==> config.mk <==
export PLATFORM = sky130hd
export DESIGN_NAME = seq_divider
export DESIGN_NICKNAME = d
export VERILOG_FILES = /design/src/rtl/seq_divider.sv
export SDC_FILE = /design/constraint.sdc
export NUM_CORES = 1
export LEC_CHECK = 0
export ABC_AREA = 0
export CAP_MARGIN = 30
export CORE_MARGIN = 5
export CORE_UTILIZATION = 24
export DETAILED_ROUTE_END_ITERATION = 16
export GPL_ROUTABILITY_DRIVEN = 1
export GPL_TIMING_DRIVEN = 0
export PLACE_DENSITY = 0.53
export SYNTH_ARGS = -nofsm -noshare
export SYNTH_HDL_FRONTEND = slang
export SYNTH_SLANG_ARGS = --single-unit
export TNS_END_PERCENT = 10
==> constraint.sdc <==
create_clock -name clk -period 2.85 [get_ports clk]
set_input_delay 0.4275 -clock clk [delete_from_list [all_inputs] [get_ports clk]]
set_output_delay 0.4275 -clock clk [all_outputs]
set_load 0.02 [all_outputs]
==> src/rtl/seq_divider.sv <==
// Sequential radix-2 restoring divider producing one quotient bit per clock.
// Trial subtraction runs through a chain of 4-bit carry-lookahead add/sub slices.

module seq_divider_cla4 (
    input  logic [3:0] a,
    input  logic [3:0] b,
    input  logic       sub,
    input  logic       cin,
    output logic [3:0] sum,
    output logic       cout
);
    logic [3:0] bx;
    logic [3:0] g;
    logic [3:0] p;
    logic [4:0] c;

    always_comb begin
        bx   = b ^ {4{sub}};
        g    = a & bx;
        p    = a ^ bx;
        c[0] = cin;
        c[1] = g[0] | (p[0] & c[0]);
        c[2] = g[1] | (p[1] & g[0]) | (p[1] & p[0] & c[0]);
        c[3] = g[2] | (p[2] & g[1]) | (p[2] & p[1] & g[0]) | (p[2] & p[1] & p[0] & c[0]);
        c[4] = g[3] | (p[3] & g[2]) | (p[3] & p[2] & g[1]) | (p[3] & p[2] & p[1] & g[0])
             | (p[3] & p[2] & p[1] & p[0] & c[0]);
        sum  = p ^ c[3:0];
        cout = c[4];
    end
endmodule

// state | meaning
// IDLE  | waiting for start; results held
// RUN   | one shift/trial-subtract per cycle, WIDTH cycles
// FIX   | sign correction, results loaded
// DONE  | done pulse raised on exit, busy dropped
module seq_divider #(
    parameter int WIDTH  = 16,
    parameter bit SIGNED = 1'b0
) (
    input  logic             clk,
    input  logic             rst,
    input  logic             start,
    input  logic [WIDTH-1:0] dividend,
    input  logic [WIDTH-1:0] divisor,
    output logic [WIDTH-1:0] quotient,
    output logic [WIDTH-1:0] remainder,
    output logic             busy,
    output logic             done,
    output logic             div_by_zero
);
    localparam int CW = $clog2(WIDTH);
    localparam int NS = WIDTH / 4;

    localparam logic [1:0] S_IDLE = 2'd0;
    localparam logic [1:0] S_RUN  = 2'd1;
    localparam logic [1:0] S_FIX  = 2'd2;
    localparam logic [1:0] S_DONE = 2'd3;

    logic [1:0]       state;
    logic [CW-1:0]    cnt;
    logic [WIDTH-1:0] prem;
    logic [WIDTH-1:0] work_q;
    logic [WIDTH-1:0] dmag;
    logic             q_neg;
    logic             r_neg;
    logic             dz;

    logic             a_neg;
    logic             b_neg;
    logic [WIDTH-1:0] a_mag;
    logic [WIDTH-1:0] b_mag;
    logic [WIDTH:0]   shifted;
    logic [WIDTH-1:0] diff;
    logic [NS:0]      carry;
    logic             trial_ok;
    logic [WIDTH-1:0] q_fix;
    logic [WIDTH-1:0] r_fix;

    assign a_neg   = SIGNED && dividend[WIDTH-1];
    assign b_neg   = SIGNED && divisor[WIDTH-1];
    assign a_mag   = a_neg ? (~dividend + WIDTH'(1)) : dividend;
    assign b_mag   = b_neg ? (~divisor + WIDTH'(1)) : divisor;
    assign shifted = {prem, work_q[WIDTH-1]};
    assign carry[0] = 1'b1;

    // Low WIDTH bits subtract through the slices; the extra MSB of the shifted
    // remainder absorbs any final borrow, so the trial is non-negative iff
    // that bit is set or the chain produced no borrow.
    for (genvar i = 0; i < NS; i++) begin : g_slice
        seq_divider_cla4 u_slice (
            .a    (shifted[4*i +: 4]),
            .b    (dmag[4*i +: 4]),
            .sub  (1'b1),
            .cin  (carry[i]),
            .sum  (diff[4*i +: 4]),
            .cout (carry[i+1])
        );
    end

    assign trial_ok = shifted[WIDTH] | carry[NS];
    assign q_fix    = q_neg ? (~work_q + WIDTH'(1)) : work_q;
    assign r_fix    = r_neg ? (~prem + WIDTH'(1)) : prem;

    always_ff @(posedge clk) begin
        if (rst) begin
            state       <= S_IDLE;
            cnt         <= '0;
            prem        <= '0;
            work_q      <= '0;
            dmag        <= '0;
            q_neg       <= 1'b0;
            r_neg       <= 1'b0;
            dz          <= 1'b0;
            quotient    <= '0;
            remainder   <= '0;
            busy        <= 1'b0;
            done        <= 1'b0;
            div_by_zero <= 1'b0;
        end else begin
            done <= 1'b0;
            case (state)
                S_IDLE: begin
                    if (start) begin
                        busy        <= 1'b1;
                        div_by_zero <= 1'b0;
                        prem        <= '0;
                        dmag        <= b_mag;
                        q_neg       <= a_neg ^ b_neg;
                        r_neg       <= a_neg;
                        cnt         <= CW'(WIDTH - 1);
                        // The raw dividend rides in work_q so it can be returned as the remainder.
                        if (divisor == '0) begin
                            dz     <= 1'b1;
                            work_q <= dividend;
                            state  <= S_DONE;
                        end else begin
                            dz     <= 1'b0;
                            work_q <= a_mag;
                            state  <= S_RUN;
                        end
                    end
                end
                S_RUN: begin
                    work_q <= {work_q[WIDTH-2:0], trial_ok};
                    prem   <= trial_ok ? diff : shifted[WIDTH-1:0];
                    if (cnt == '0) begin
                        state <= S_FIX;
                    end else begin
                        cnt <= cnt - 1'b1;
                    end
                end
                S_FIX: begin
                    quotient  <= q_fix;
                    remainder <= r_fix;
                    state     <= S_DONE;
                end
                S_DONE: begin
                    done  <= 1'b1;
                    busy  <= 1'b0;
                    state <= S_IDLE;
                    if (dz) begin
                        quotient    <= '1;
                        remainder   <= work_q;
                        div_by_zero <= 1'b1;
                    end
                end
                default: state <= S_IDLE;
            endcase
        end
    end
endmodule

# ---- Word level (Yosys, flattened, before mapping)
# Index checks and enable logic that the tools add are counted.
dict set report classes {
  n_addsub 1
  n_reduce_logical 13
  muxes 23
  bitwise_logic 117
  n_eq_ne 7
}
# op count
set ops {}
lappend ops {{one-hot mux 16 bit (2 select lines)} 4}
lappend ops {{2-to-1 mux 16 bit} 5}
lappend ops {{AND 1 bit} 60}
lappend ops {{bitwise OR 1 bit} 41}
lappend ops {{XOR 4 bit} 8}
lappend ops {{AND 4 bit} 4}
lappend ops {{zero test 16 bit} 1}
lappend ops {{NOT 4 bit} 4}
lappend ops {{AND reduction 2 bit} 5}
lappend ops {{2-to-1 mux 4 bit} 2}
lappend ops {{!= test 2 bit, second input constant} 4}
lappend ops {{one-hot mux 2 bit (4 select lines)} 1}
lappend ops {{one-hot mux 4 bit (2 select lines)} 1}
lappend ops {{2-to-1 mux 2 bit} 3}
lappend ops {{AND reduction 3 bit} 2}
lappend ops {{nonzero test 2 bit} 3}
lappend ops {{2-to-1 mux 1 bit} 5}
lappend ops {{== test 2 bit, second input constant} 2}
lappend ops {{zero test 4 bit} 1}
lappend ops {{one-hot mux 1 bit (2 select lines)} 2}
lappend ops {{subtractor 4 x 1 -> 4 bit, second input constant} 1}
lappend ops {{== test 2 x 1 -> 1 bit, second input constant} 1}
lappend ops {{zero test 2 bit} 1}
dict set report word_totals {
  reg_bits 90
  inputBits 35
  out_inout_bits 35
}

# ---- Depth between registers and ports, before layout
# Gate-level depths: netlist of run 1.
dict set report logic_depth {
  ltp_word 16
  ltp_mapped 11
}

# ---- Cells and area by module
# From an unflattened synthesis of run 1, not the netlist that was laid out.
dict set report unflattened {
  cells_unflattened 510
  hier_area_um2 4600.7
}
# mod cells_each instances area_per_inst_um2 seq_area_each_um2
set by_module_without_submodules {}
lappend by_module_without_submodules {seq_divider 426 1 3870.0 1801.7}
lappend by_module_without_submodules {seq_divider_cla4 21 4 182.7 0.0}

# ---- Worst setup path after synthesis of run 1
# OpenSTA, ideal clock, no wires.
dict set report synth_timing {
  kind {reg-to-reg}
  start {register dmag[0]}
  end {register prem[9]}
  stages_incl_launch_ff 12
  required_ns 2.723
  n_path_buf 0
  synth_period_minus_slack_ns 2.466
  setup_time_ns 0.127
  arrival_ns 2.339
  setup_slack_ns 0.384
  cell_sequence {dfxtp_1 -> inv_1 -> ha_1 -> o211ai_1 -> a21boi_2 -> a41oi_4 -> nand2b_1 -> a21o_1 -> fa_1 -> xor2_1 -> mux2i_1 -> o21ai_1}
}
dict set report synth_via {
  elab_chain_cells 14
  word_cells_on_any_way 19
}
# item line
set synth_lines {}
lappend synth_lines {{start: declaration} 64} ;# logic [WIDTH-1:0] dmag;
lappend synth_lines {{start signal: assignment} 128} ;# dmag <= b_mag;
lappend synth_lines {{NOT 4 bit (no source line) (*)} --}
lappend synth_lines {{AND 4 bit} 19} ;# g = a & bx;
lappend synth_lines {{AND 1 bit} 25} ;# c[4] = g[3] | (p[3] & g[2]) | (p[3] & p[2] & g[1]) | (p[3] & p[2] & p[1] & g[0])
lappend synth_lines {{bitwise OR 1 bit} 25}
lappend synth_lines {{bitwise OR 1 bit (*)} 26} ;# | (p[3] & p[2] & p[1] & p[0] & c[0]);
lappend synth_lines {{AND 1 bit (*)} 26}
lappend synth_lines {{bitwise OR 1 bit (*)} 26}
lappend synth_lines {{AND 1 bit} 26}
lappend synth_lines {{bitwise OR 1 bit} 26}
lappend synth_lines {{AND 1 bit} 26}
lappend synth_lines {{bitwise OR 1 bit} 26}
lappend synth_lines {{bitwise OR 1 bit} 101} ;# assign trial_ok = shifted[WIDTH] | carry[NS];
lappend synth_lines {{2-to-1 mux 16 bit (*)} 146} ;# prem <= trial_ok ? diff : shifted[WIDTH-1:0];
lappend synth_lines {{one-hot mux 16 bit (2 select lines) (*)} 122} ;# case (state)
lappend synth_lines {{end signal: assignment} 146}
lappend synth_lines {{end: declaration} 62} ;# logic [WIDTH-1:0] prem;
# Mark *: on every way between the ends. The rest lies on a longest branch, timed or not.
# A chain may end at the register's enable or synchronous reset.

# ---- Worst setup path in the final report of run 1
dict set report layout_timing {
  start {register dmag[0]}
  end {register prem[13]}
}
dict set report layout_via {
  elab_chain_cells 14
  word_cells_on_any_way 19
}
# item line
set layout_lines {}
lappend layout_lines {{NOT 4 bit (no source line) (*)} --}
lappend layout_lines {{AND 4 bit} 19}
lappend layout_lines {{AND 1 bit} 25}
lappend layout_lines {{bitwise OR 1 bit} 25}
lappend layout_lines {{bitwise OR 1 bit (*)} 26}
lappend layout_lines {{AND 1 bit (*)} 26}
lappend layout_lines {{bitwise OR 1 bit (*)} 26}
lappend layout_lines {{AND 1 bit (*)} 26}
lappend layout_lines {{bitwise OR 1 bit (*)} 26}
lappend layout_lines {{AND 1 bit, on equally long branches} {22, 26}}
lappend layout_lines {{bitwise OR 1 bit, on equally long branches} {22, 26}}
lappend layout_lines {{XOR 4 bit or bitwise OR 1 bit (tied branches)} {27, 101}}
lappend layout_lines {{2-to-1 mux 16 bit (*)} 146}
lappend layout_lines {{one-hot mux 16 bit (2 select lines) (*)} 122}
# Marks and branches as above.

==> summary.md, run 1 <==
| Metric | Value |
|---|---|
| Max-slew violations | `0` |
| Tmin final | `2.64 ns` |
| Sw Ratio | `0.388` |
| Initial antenna violation count | `0` |
| Internal | `0.00325 W` |
| Core Region | `0.0188 mm2` |
| Worst min path class | `flop to flop` |
| Detailed placement HPWL | `10300 um` |
| PortBufs | `69` |
| CP Data Arrival Time | `2.86 ns` |
| Status | `complete, no violations` |
| Largest net degree at the start of global routing | `15` |
| Unique masters post-synth | `48` |
| Die height | `149 um` |
| Die footprint | `0.0221 mm2` |
| Worst Skew | `0.00885 ns` |
| Critical path startpoint category | `flop` |
| Iteration-0 DRC Markers | `215` |
| CTS tree | `yes` |
| Critical path endpoint category | `flop` |
| Maximum root-to-sink buffer count | `2` |
| TritonCTS Sinks | `90` |
| Combinational power share | `0.446` |
| Root Buffer | `clkbuf_16` |
| First-pass GRT wire length | `21400 um` |
| Sequential-to-total area share from yosys stat | `0.391` |
| Seq cells post-synth | `90` |
| Vias | `3886` |
| WS Path Type | `flop to flop` |
| Nets | `668` |
| Yosys warnings | `0` |
| Top post-synthesis cells by area | `dfxtp_1 39%, mux2i_1 8.9%, a211oi_1 8.3%, ha_1 6.0%, nor2_1 5.2%` |
| DP Cell Count | `856` |
| Final Hold Violating Endpoints | `0` |
| DRT Pass-1 Iters | `4` |
| Antenna viol nets, final | `0` |
| Mapped Cells | `526` |
| Req. time, crit path | `3.07 ns` |
| Hold bufs inserted after CTS | `0` |
| Fillcell total | `1970` |
| Starting Density | `0.245` |
| Cell Area, Synth | `0.00461 mm2` |
| Final Wtd Congestion | `0.826` |
| Avg Vias per Cell | `4.45` |
| Final worst path period share | `0.928` |
| F_max | `378 MHz` |
| Post-Route Setup TNS | `0 ns` |
| Sequential share of power | `0.328` |
| RSZ-0062 raised after global routing | `false` |
| N_diodes | `0` |
| Clock group share of total power | `0.227` |
| Num ports | `70` |
| WL per Instance | `15.1 um` |
| Vias in the first global route | `3994` |
| Layout cells sized above 1 | `0.0538` |
| Finished Layout Cells | `873` |
| Top-area cell type share of the netlist area | `0.391` |
| Worst VDD drop | `0.000381 V` |
| Clk Latency, worst-skew pair | `0.35 ns` |
| Actual slew at the worst max-slew pin | `0.775 ns` |
| CP max FO | `5` |
| GRT Total Usage | `0.122` |
| H-tree Lvls | `3` |
| Syn Area/Cell | `8.76 um2` |
| P_leak | `2.07 nW` |
| Worst-path clk slew | `0.06 ns` |
| Layout area overhead | `28.9%` |
| Relative slew slack | `0.484` |
| GRT overflow | `0` |
| DRC violations left | `0` |
| Routed WL | `13200 um` |
| CTS Buf Count | `9` |
| Sw Pwr | `0.00206 W` |
| Max_cap viols | `0` |
| Die X | `149 um` |
| Pwr Density | `894 mW/mm2` |
| Cell Rows | `50` |
| Final setup viols | `0` |
| Syn nets | `586` |
| Yosys top cell by area | `dfxtp_1` |
==> area by class of cell <==
cell class                 instances  area, um2  area share
sequential                        90       1800       0.303
inverter                          25       93.8      0.0158
clock inverter                     3       46.3     0.00779
tap                              260        325      0.0548
clock buffer                      13        250      0.0421
timing repair buffer              71        703       0.118
multi-input combinational        377       2580       0.434
buffer                            34        139      0.0234
==> power by group through the flow <==
stage          logic [W]  registers, W  clock network (W)
2_1_floorplan    0.00176       0.00173                  0
3_3_place_gp     0.00236       0.00177                  0
3_5_place_dp     0.00236       0.00178                  0
4_1_cts          0.00237       0.00175            0.00124
5_1_grt          0.00264       0.00178            0.00127
6_report         0.00237       0.00174            0.00120
==> through the flow <==
stage,setup WS [ns],utilization,hold WS [ns],area [um2],total power (W)
after CTS,0.0485,0.315,0.456,5930,0.00535
final,0.206,0.315,0.455,5940,0.00531
after global placement,0.0730,0.299,0.444,5630,0.00413
after detailed placement,0.0728,0.299,0.447,5630,0.00413
after floorplan,0.384,-,0.436,4610,0.00349
after global routing,0.0112,0.315,0.483,5940,0.00570
==> cell families after synthesis <==
logic type	synth area share
AOI/OAI and AO/OA	0.213
xor gates and xnor gates	0.0209
adders and majority gates	0.0727
buffers and inverters	0.0505
DFF	0.391
muxes	0.109
and+or+nand+nor	0.144
==> worst max-delay path: stages (launching register included) <==
cell and delay [ns]:
dfxtp_1 0.36, inv_1 0.05, ha_1 0.32, o211ai_1 0.15
a21boi_2 0.24, a41oi_4 0.19, a211oi_4 0.38, nor2_1 0.11
fa_1 0.41, xnor2_1 0.13, mux2i_1 0.12, o21ai_1 0.06
==> sequential cells by signal, summed over array words and instances (netlist names) <==
name         cells
done             1
prem            16
state            2
cnt              4
quotient        16
busy             1
dz               1
dmag            16
remainder       16
work_q          16
div_by_zero      1
==> routing by layer <==
metal / global-route usage / wire [um]
met5: 0 / 0
met2: 0.193 / 5840
met3: 0.0369 / 617
met4: 0.0259 / 98
met1: 0.166 / 6610
==> synthesized netlist by cell type, drive strengths merged <==
library cell and n:
nand2b 5, and2 2, a211o 2, nor2 64
a21o 2, a21boi 1, a31o 1, nor3 6
nor2b 12, nand3 3, xor2 6, buf 8
fa 3, nor4 4, nand2 52, a32oi 4
clkbuf 26, o311ai 3, o21a 1, mux2i 41
or2 2, a221oi 1, o31ai 3, a41oi 1
a211oi 52, o211ai 2, a21oi 32, o22ai 7
ha 22, mux2 8, and3 1, a32o 1
nand4 1, o21ai 21, a2111oi 2, dfxtp 90
or3 2, xnor2 5, inv 25, a31oi 2
==> layout by cell type (no fill, tap or decap), types with 2 or more instances in the layout <==
| cell | count |
|---|---|
| o21ai_0 | 13 |
| nand3_1 | 3 |
| nand2_1 | 52 |
| ha_1 | 22 |
| o31ai_1 | 3 |
| mux2_2 | 8 |
| clkdlybuf4s50_1 | 69 |
| a21oi_1 | 32 |
| a211oi_1 | 50 |
| o211ai_1 | 2 |
| o22ai_1 | 7 |
| a21o_1 | 2 |
| dfxtp_1 | 89 |
| nor3_1 | 6 |
| xor2_1 | 6 |
| xnor2_1 | 5 |
| a211o_1 | 2 |
| and2_1 | 2 |
| buf_1 | 6 |
| o21ai_1 | 8 |
| nor2_1 | 64 |
| nor4_1 | 4 |
| a32oi_1 | 4 |
| fa_1 | 3 |
| nor2b_1 | 12 |
| nand2b_1 | 5 |
| buf_4 | 2 |
| or3_1 | 2 |
| o311ai_1 | 2 |
| mux2i_1 | 41 |
| clkbuf_1 | 29 |
| clkbuf_16 | 9 |
| inv_1 | 25 |
==> path summary, 6_finish.rpt <==
check | start | endpoint | slack [ns] | depth (start not counted)
setup reg to reg | dmag[0]$_SDFFE_PP0P_ | prem[13]$_SDFFE_PP0P_ | 0.21 | 11
setup / recovery | dmag[0]$_SDFFE_PP0P_ | prem[13]$_SDFFE_PP0P_ | 0.21 | 11
hold reg to reg | dmag[11]$_SDFFE_PP0P_ | dmag[11]$_SDFFE_PP0P_ | 0.46 | 2
hold / removal | dmag[11]$_SDFFE_PP0P_ | dmag[11]$_SDFFE_PP0P_ | 0.46 | 2
==> timing repair <==
item | in CTS | in global routing
endpoints found under the setup margin | 0 | 3
buffers inserted | 0 | 1
gates resized for setup | 0 | 2
Note: power is estimated with default switching activity, not from simulation.
==> run 2: changes to the inputs <==
GPL_TIMING_DRIVEN = not set   (was 0)
==> summary.md, run 2 (synthesized netlist as in run 1, its figures left out) <==
| Metric | Value |
|---|---|
| Die height | `149 um` |
| Resized cells post-CTS | `0` |
| Fin util | `0.313` |
| Req. time, crit path | `3.07 ns` |
| P_leak | `2.09 nW` |
| WL per Instance | `14.8 um` |
| Detailed placement HPWL | `9470 um` |
| CP bufs+invs | `1` |
| Crit path cell chain | `inv_1 > ha_1 > o211ai_1 > a21boi_2 > a41oi_4 > nand2b_1 > a21o_1 > fa_1 > xor2_1 > mux2i_1 > o21ai_1` |
| Relative slew slack | `0.467` |
| Post-Route Setup TNS | `0 ns` |
| Final worst path period share | `0.943` |
| Num ports | `70` |
| Antenna viol nets, final | `0` |
| Reg2Reg Setup Slack | `0.16 ns` |
| GRT overflow | `0` |
| PortBufs | `69` |
| Hold Crit Start | `dmag[1]$_SDFFE_PP0P_` |
| Final Cell Area | `0.00589 mm2` |
| Worst-path clk slew | `0.06 ns` |
| Tmin final | `2.69 ns` |
| Cell Rows | `50` |
| Pwr Density | `894 mW/mm2` |
| Layout area overhead | `27.7%` |
| R2r endpoint | `prem[9]$_SDFFE_PP0P_` |
| Dpl cell area | `0.00559 mm2` |
| DRT Pass-1 Iters | `4` |
| Die X | `149 um` |
| Commonest non-fill, non-tap cell in the layout | `dfxtp_1` |
| FF-to-FF Start | `dmag[0]$_SDFFE_PP0P_` |
| Slowest cell on crit path | `fa_1` |
| CP Data Arrival Time | `2.90 ns` |
| DRC violations left | `0` |
| Status | `complete, no violations` |
| Max_cap viols | `0` |
| Critical path startpoint category | `flop` |
| Final Hold Violating Endpoints | `0` |
| CTS Buf Count | `9` |
| GR met3 Demand/Resource | `0.0268` |
| CTS tree | `yes` |
| Routed WL | `12600 um` |
| Hold Path Cell Cnt | `2` |
| Initial antenna violation count | `0` |
| CP max FO | `5` |
| Actual slew at the worst max-slew pin | `0.800 ns` |
| Root Buffer | `clkbuf_16` |
| Largest net degree at the start of global routing | `75` |
| Die footprint | `0.0221 mm2` |
| Fillcell total | `1970` |
| Vias in the first global route | `3828` |
| Worst min path class | `flop to flop` |
| Avg Vias per Cell | `4.62` |
| Iteration-0 DRC Markers | `248` |
| H-tree Lvls | `3` |
| Worst R2R Path Depth | `11` |
| Most frequent cells in the layout | `90 x dfxtp_1, 68 x clkdlybuf4s50_1, 64 x nor2_1` |
| Vias | `3929` |
| WHS | `0.456 ns` |
| Layout cells sized above 1 | `0.0761` |
| Final Wtd Congestion | `0.774` |
| Clk Latency, worst-skew pair | `0.35 ns` |
| Nets | `647` |
| N_diodes | `0` |
| Critical path endpoint category | `flop` |
| GRT Total Usage | `0.116` |
| Worst Skew | `0.00648 ns` |
| First-pass GRT wire length | `20400 um` |
| Core Region | `0.0188 mm2` |
| Max-slew violations | `0` |
| RSZ-0062 raised after global routing | `false` |
| Hold Path End | `dmag[1]$_SDFFE_PP0P_` |
| TritonCTS Sinks | `90` |
| Top Usage Layer GRT | `met2` |
| Crit path max-delay family | `compound AO/OA/AOI/OAI gates` |
| WS Path Type | `flop to flop` |
| Worst VDD drop | `0.000319 V` |
| F_max | `372 MHz` |
| Met2 Use GR | `0.185` |
| Maximum root-to-sink buffer count | `2` |
| Starting Density | `0.245` |
| Final setup viols | `0` |
| M1 GR Usage | `0.153` |
| Crit-path max cell delay | `0.40 ns` |
## run 2: cell count changes in the layout (fill, tap and decap cells not counted), moves of 2 or more
cell,before,now
buf_4,2,15
clkinv_2,0,2
buf_1,6,0
clkbuf_1,29,2
## run 2: worst register-to-register path, cell delays in order, from the launching register on
cell and delay [ns]:
dfxtp_1 0.36, inv_1 0.06, ha_1 0.32, o211ai_1 0.26, a21boi_2 0.13, a41oi_4 0.34, nand2b_1 0.13, a21o_1 0.22
fa_1 0.40, xor2_1 0.15, mux2i_1 0.13, o21ai_1 0.07
## run 2: what timing repair did
item	CTS	global route
endpoints found under the setup margin	0	1
hold buffers	0	0
endpoints found under the hold margin	0	0
setup buffers	0	1
## run 2: worst max path at each step
stage	startpoint	end	slack (ns)	cells past startpoint
floorplan	dmag[0]$_SDFFE_PP0P_	prem[9]$_SDFFE_PP0P_	0.38	11
global placement	dmag[0]$_SDFFE_PP0P_	prem[9]$_SDFFE_PP0P_	0.21	11
detailed placement	dmag[0]$_SDFFE_PP0P_	prem[9]$_SDFFE_PP0P_	0.14	11
CTS	dmag[0]$_SDFFE_PP0P_	prem[9]$_SDFFE_PP0P_	0.12	11
global route	dmag[0]$_SDFFE_PP0P_	prem[9]$_SDFFE_PP0P_	0.01	11
finish	dmag[0]$_SDFFE_PP0P_	prem[9]$_SDFFE_PP0P_	0.16	11
## run 2: cell type report
| type | count | area (um2) | share of cell area |
|---|---|---|---|
| flip-flops and latches | 90 | 1800 | 0.306 |
| well taps | 260 | 325 | 0.0553 |
| repair buffers | 84 | 798 | 0.136 |
| multi-input cells | 377 | 2580 | 0.438 |
| inverters | 25 | 93.8 | 0.0159 |
| clock inverters | 3 | 40.0 | 0.00680 |
| clock buffers | 12 | 246 | 0.0419 |
## run 2: routing by layer
layer / vias to the layer above / part of all wire
met5: - / 0
li1: 2000 / -
met3: 12 / 0.052
met1: 1831 / 0.47
met2: 86 / 0.46
met4: 0 / 0.013
## run 2: per-stage QoR
step           power [W]  instances  setup slack, ns
2_1_floorplan    0.00349        526            0.384
3_3_place_gp     0.00401        835            0.215
3_5_place_dp     0.00408        835            0.139
4_1_cts          0.00530        850            0.119
5_1_grt          0.00565        851          0.00979
6_report         0.00526        851            0.164
## run 2: report_power, final
group	total [W]	switching, W	internal (W)
Clock	0.00119	0.000491	0.000697
Combinational	0.00236	0.00130	0.00106
Sequential	0.00172	0.000227	0.00149
==> run 3: changes to the inputs <==
PLACE_DENSITY = 0.54   (was 0.53)
SLEW_MARGIN = 20   (was not set)
clock period = 2.4 ns   (was 2.85 ns; I/O delays follow)
==> summary.md, run 3 (synthesized netlist as in run 1, its figures left out) <==
| Metric | Value |
|---|---|
| Core Region | `0.0188 mm2` |
| Initial antenna violation count | `0` |
| TritonCTS Sinks | `90` |
| H-tree Lvls | `3` |
| Layout area overhead | `35.1%` |
| Starting Density | `0.245` |
| CP Data Arrival Time | `2.56 ns` |
| Final setup viols | `0` |
| Die height | `149 um` |
| Commonest non-fill, non-tap cell in the layout | `dfxtp_1` |
| Relative slew slack | `0.613` |
| Clk Latency, worst-skew pair | `0.35 ns` |
| N_diodes | `0` |
| RSZ-0062 raised after global routing | `true` |
| Cell Rows | `50` |
| Worst Skew | `0.00748 ns` |
| Routed WL | `13000 um` |
| Num ports | `70` |
| Sw Pwr | `0.00248 W` |
| Tmin final | `2.35 ns` |
| Actual slew at the worst max-slew pin | `0.581 ns` |
| WS Path Type | `flop to flop` |
| Sequential share of power | `0.305` |
| CP max FO | `22` |
| Status | `complete, no violations` |
| Fin util | `0.331` |
| Max_cap viols | `0` |
| Critical path endpoint category | `flop` |
| Layout cells sized above 1 | `0.156` |
| Total power | `0.00669 W` |
| Req. time, crit path | `2.61 ns` |
| Vias | `3994` |
| Iteration-0 DRC Markers | `176` |
| Root Buffer | `clkbuf_16` |
| Combinational power share | `0.469` |
| DRC violations left | `0` |
| GRT Total Usage | `0.119` |
| Largest net degree at the start of global routing | `33` |
| Most frequent cells in the layout | `84 x dfxtp_1, 68 x clkdlybuf4s50_1, 63 x nor2_1` |
| Hold bufs inserted after CTS | `0` |
| Worst-path clk slew | `0.07 ns` |
| Critical path startpoint category | `flop` |
| Final Wtd Congestion | `0.801` |
| CTS Buf Count | `9` |
| Final Hold Violating Endpoints | `0` |
| First-pass GRT wire length | `21100 um` |
| Finished Layout Cells | `880` |
| WL per Instance | `14.7 um` |
| Die footprint | `0.0221 mm2` |
| Max-slew violations | `0` |
| WHS | `0.420 ns` |
| Die X | `149 um` |
| Vias in the first global route | `4176` |
| Final worst path period share | `0.978` |
| Worst min path class | `input pin to flop` |
| Pwr Density | `1080 mW/mm2` |
| P_leak | `2.25 nW` |
| DRT Pass-1 Iters | `4` |
| Maximum root-to-sink buffer count | `2` |
| Nets | `675` |
| PortBufs | `69` |
| Antenna viol nets, final | `0` |
| Worst VDD drop | `0.000551 V` |
| GRT overflow | `0` |
| Clock group share of total power | `0.227` |
| F_max | `426 MHz` |
| Sw Ratio | `0.371` |
| Avg Vias per Cell | `4.54` |
| Detailed placement HPWL | `9900 um` |
| CTS tree | `yes` |
| Internal | `0.00421 W` |
| DP Cell Count | `862` |
| Post-Route Setup TNS | `0 ns` |
| Reg2Reg Setup Slack | `0.05 ns` |
==> run 3: power by group through the flow <==
| stage | logic [W] | clock network (W) | registers, W |
|---|---|---|---|
| final | 0.00314 | 0.00152 | 0.00204 |
| after floorplan | 0.00208 | 0 | 0.00205 |
| after global routing | 0.00347 | 0.00163 | 0.00208 |
| after CTS | 0.00311 | 0.00157 | 0.00204 |
| after global placement | 0.00294 | 0 | 0.00206 |
| after detailed placement | 0.00304 | 0 | 0.00207 |
==> run 3: critical path, cell delays in order, from the launching register on <==
cell,delay [ns]
dfxtp_2,0.34
inv_1,0.05
ha_1,0.20
or3_4,0.36
a31o_1,0.25
a211o_1,0.33
a31oi_4,0.17
buf_12,0.19
mux2i_1,0.21
o21ai_1,0.09
==> run 3: per-layer routing <==
metal	up-vias	wire length, um	GRT usage
met5	-	0	0
met2	77	6070	0.198
met1	1851	6040	0.150
met4	0	157	0.0245
met3	13	699	0.0420
li1	2053	-	-
==> run 3: timing repair <==
action,CTS,global route
endpoints found under the setup margin,5,17
buffers inserted,1,1
pin swaps,7,5
gates resized for setup,13,12
==> run 3: stage by stage <==
stage               setup slack [ns]  area [um2]
floorplan                   -0.00259        4610
global placement             -0.0475        5800
detailed placement            -0.125        5810
CTS                        -0.000151        6200
global route                 -0.0699        6230
finish                        0.0537        6230
==> run 3: layout make-up <==
cell class | count | area [um2]
Clock buffer | 11 | 243
Clock inverter | 5 | 77.6
Fill cell | 1940 | 12600
Inverter | 25 | 93.8
Multi-Input combinational cell | 377 | 2660
Sequential cell | 90 | 1810
Tap cell | 260 | 325
Timing Repair Buffer | 112 | 1020
==> run 3: path summary, 6_finish.rpt <==
| path | startpoint | endpoint | cells after the start |
|---|---|---|---|
| max reg2reg | dmag[12]$_SDFFE_PP0P_ | prem[4]$_SDFFE_PP0P_ | 9 |
| min reg2reg | dmag[5]$_SDFFE_PP0P_ | dmag[5]$_SDFFE_PP0P_ | 2 |
| max | dmag[12]$_SDFFE_PP0P_ | prem[4]$_SDFFE_PP0P_ | 9 |
| min | rst | dmag[1]$_SDFFE_PP0P_ | 2 |
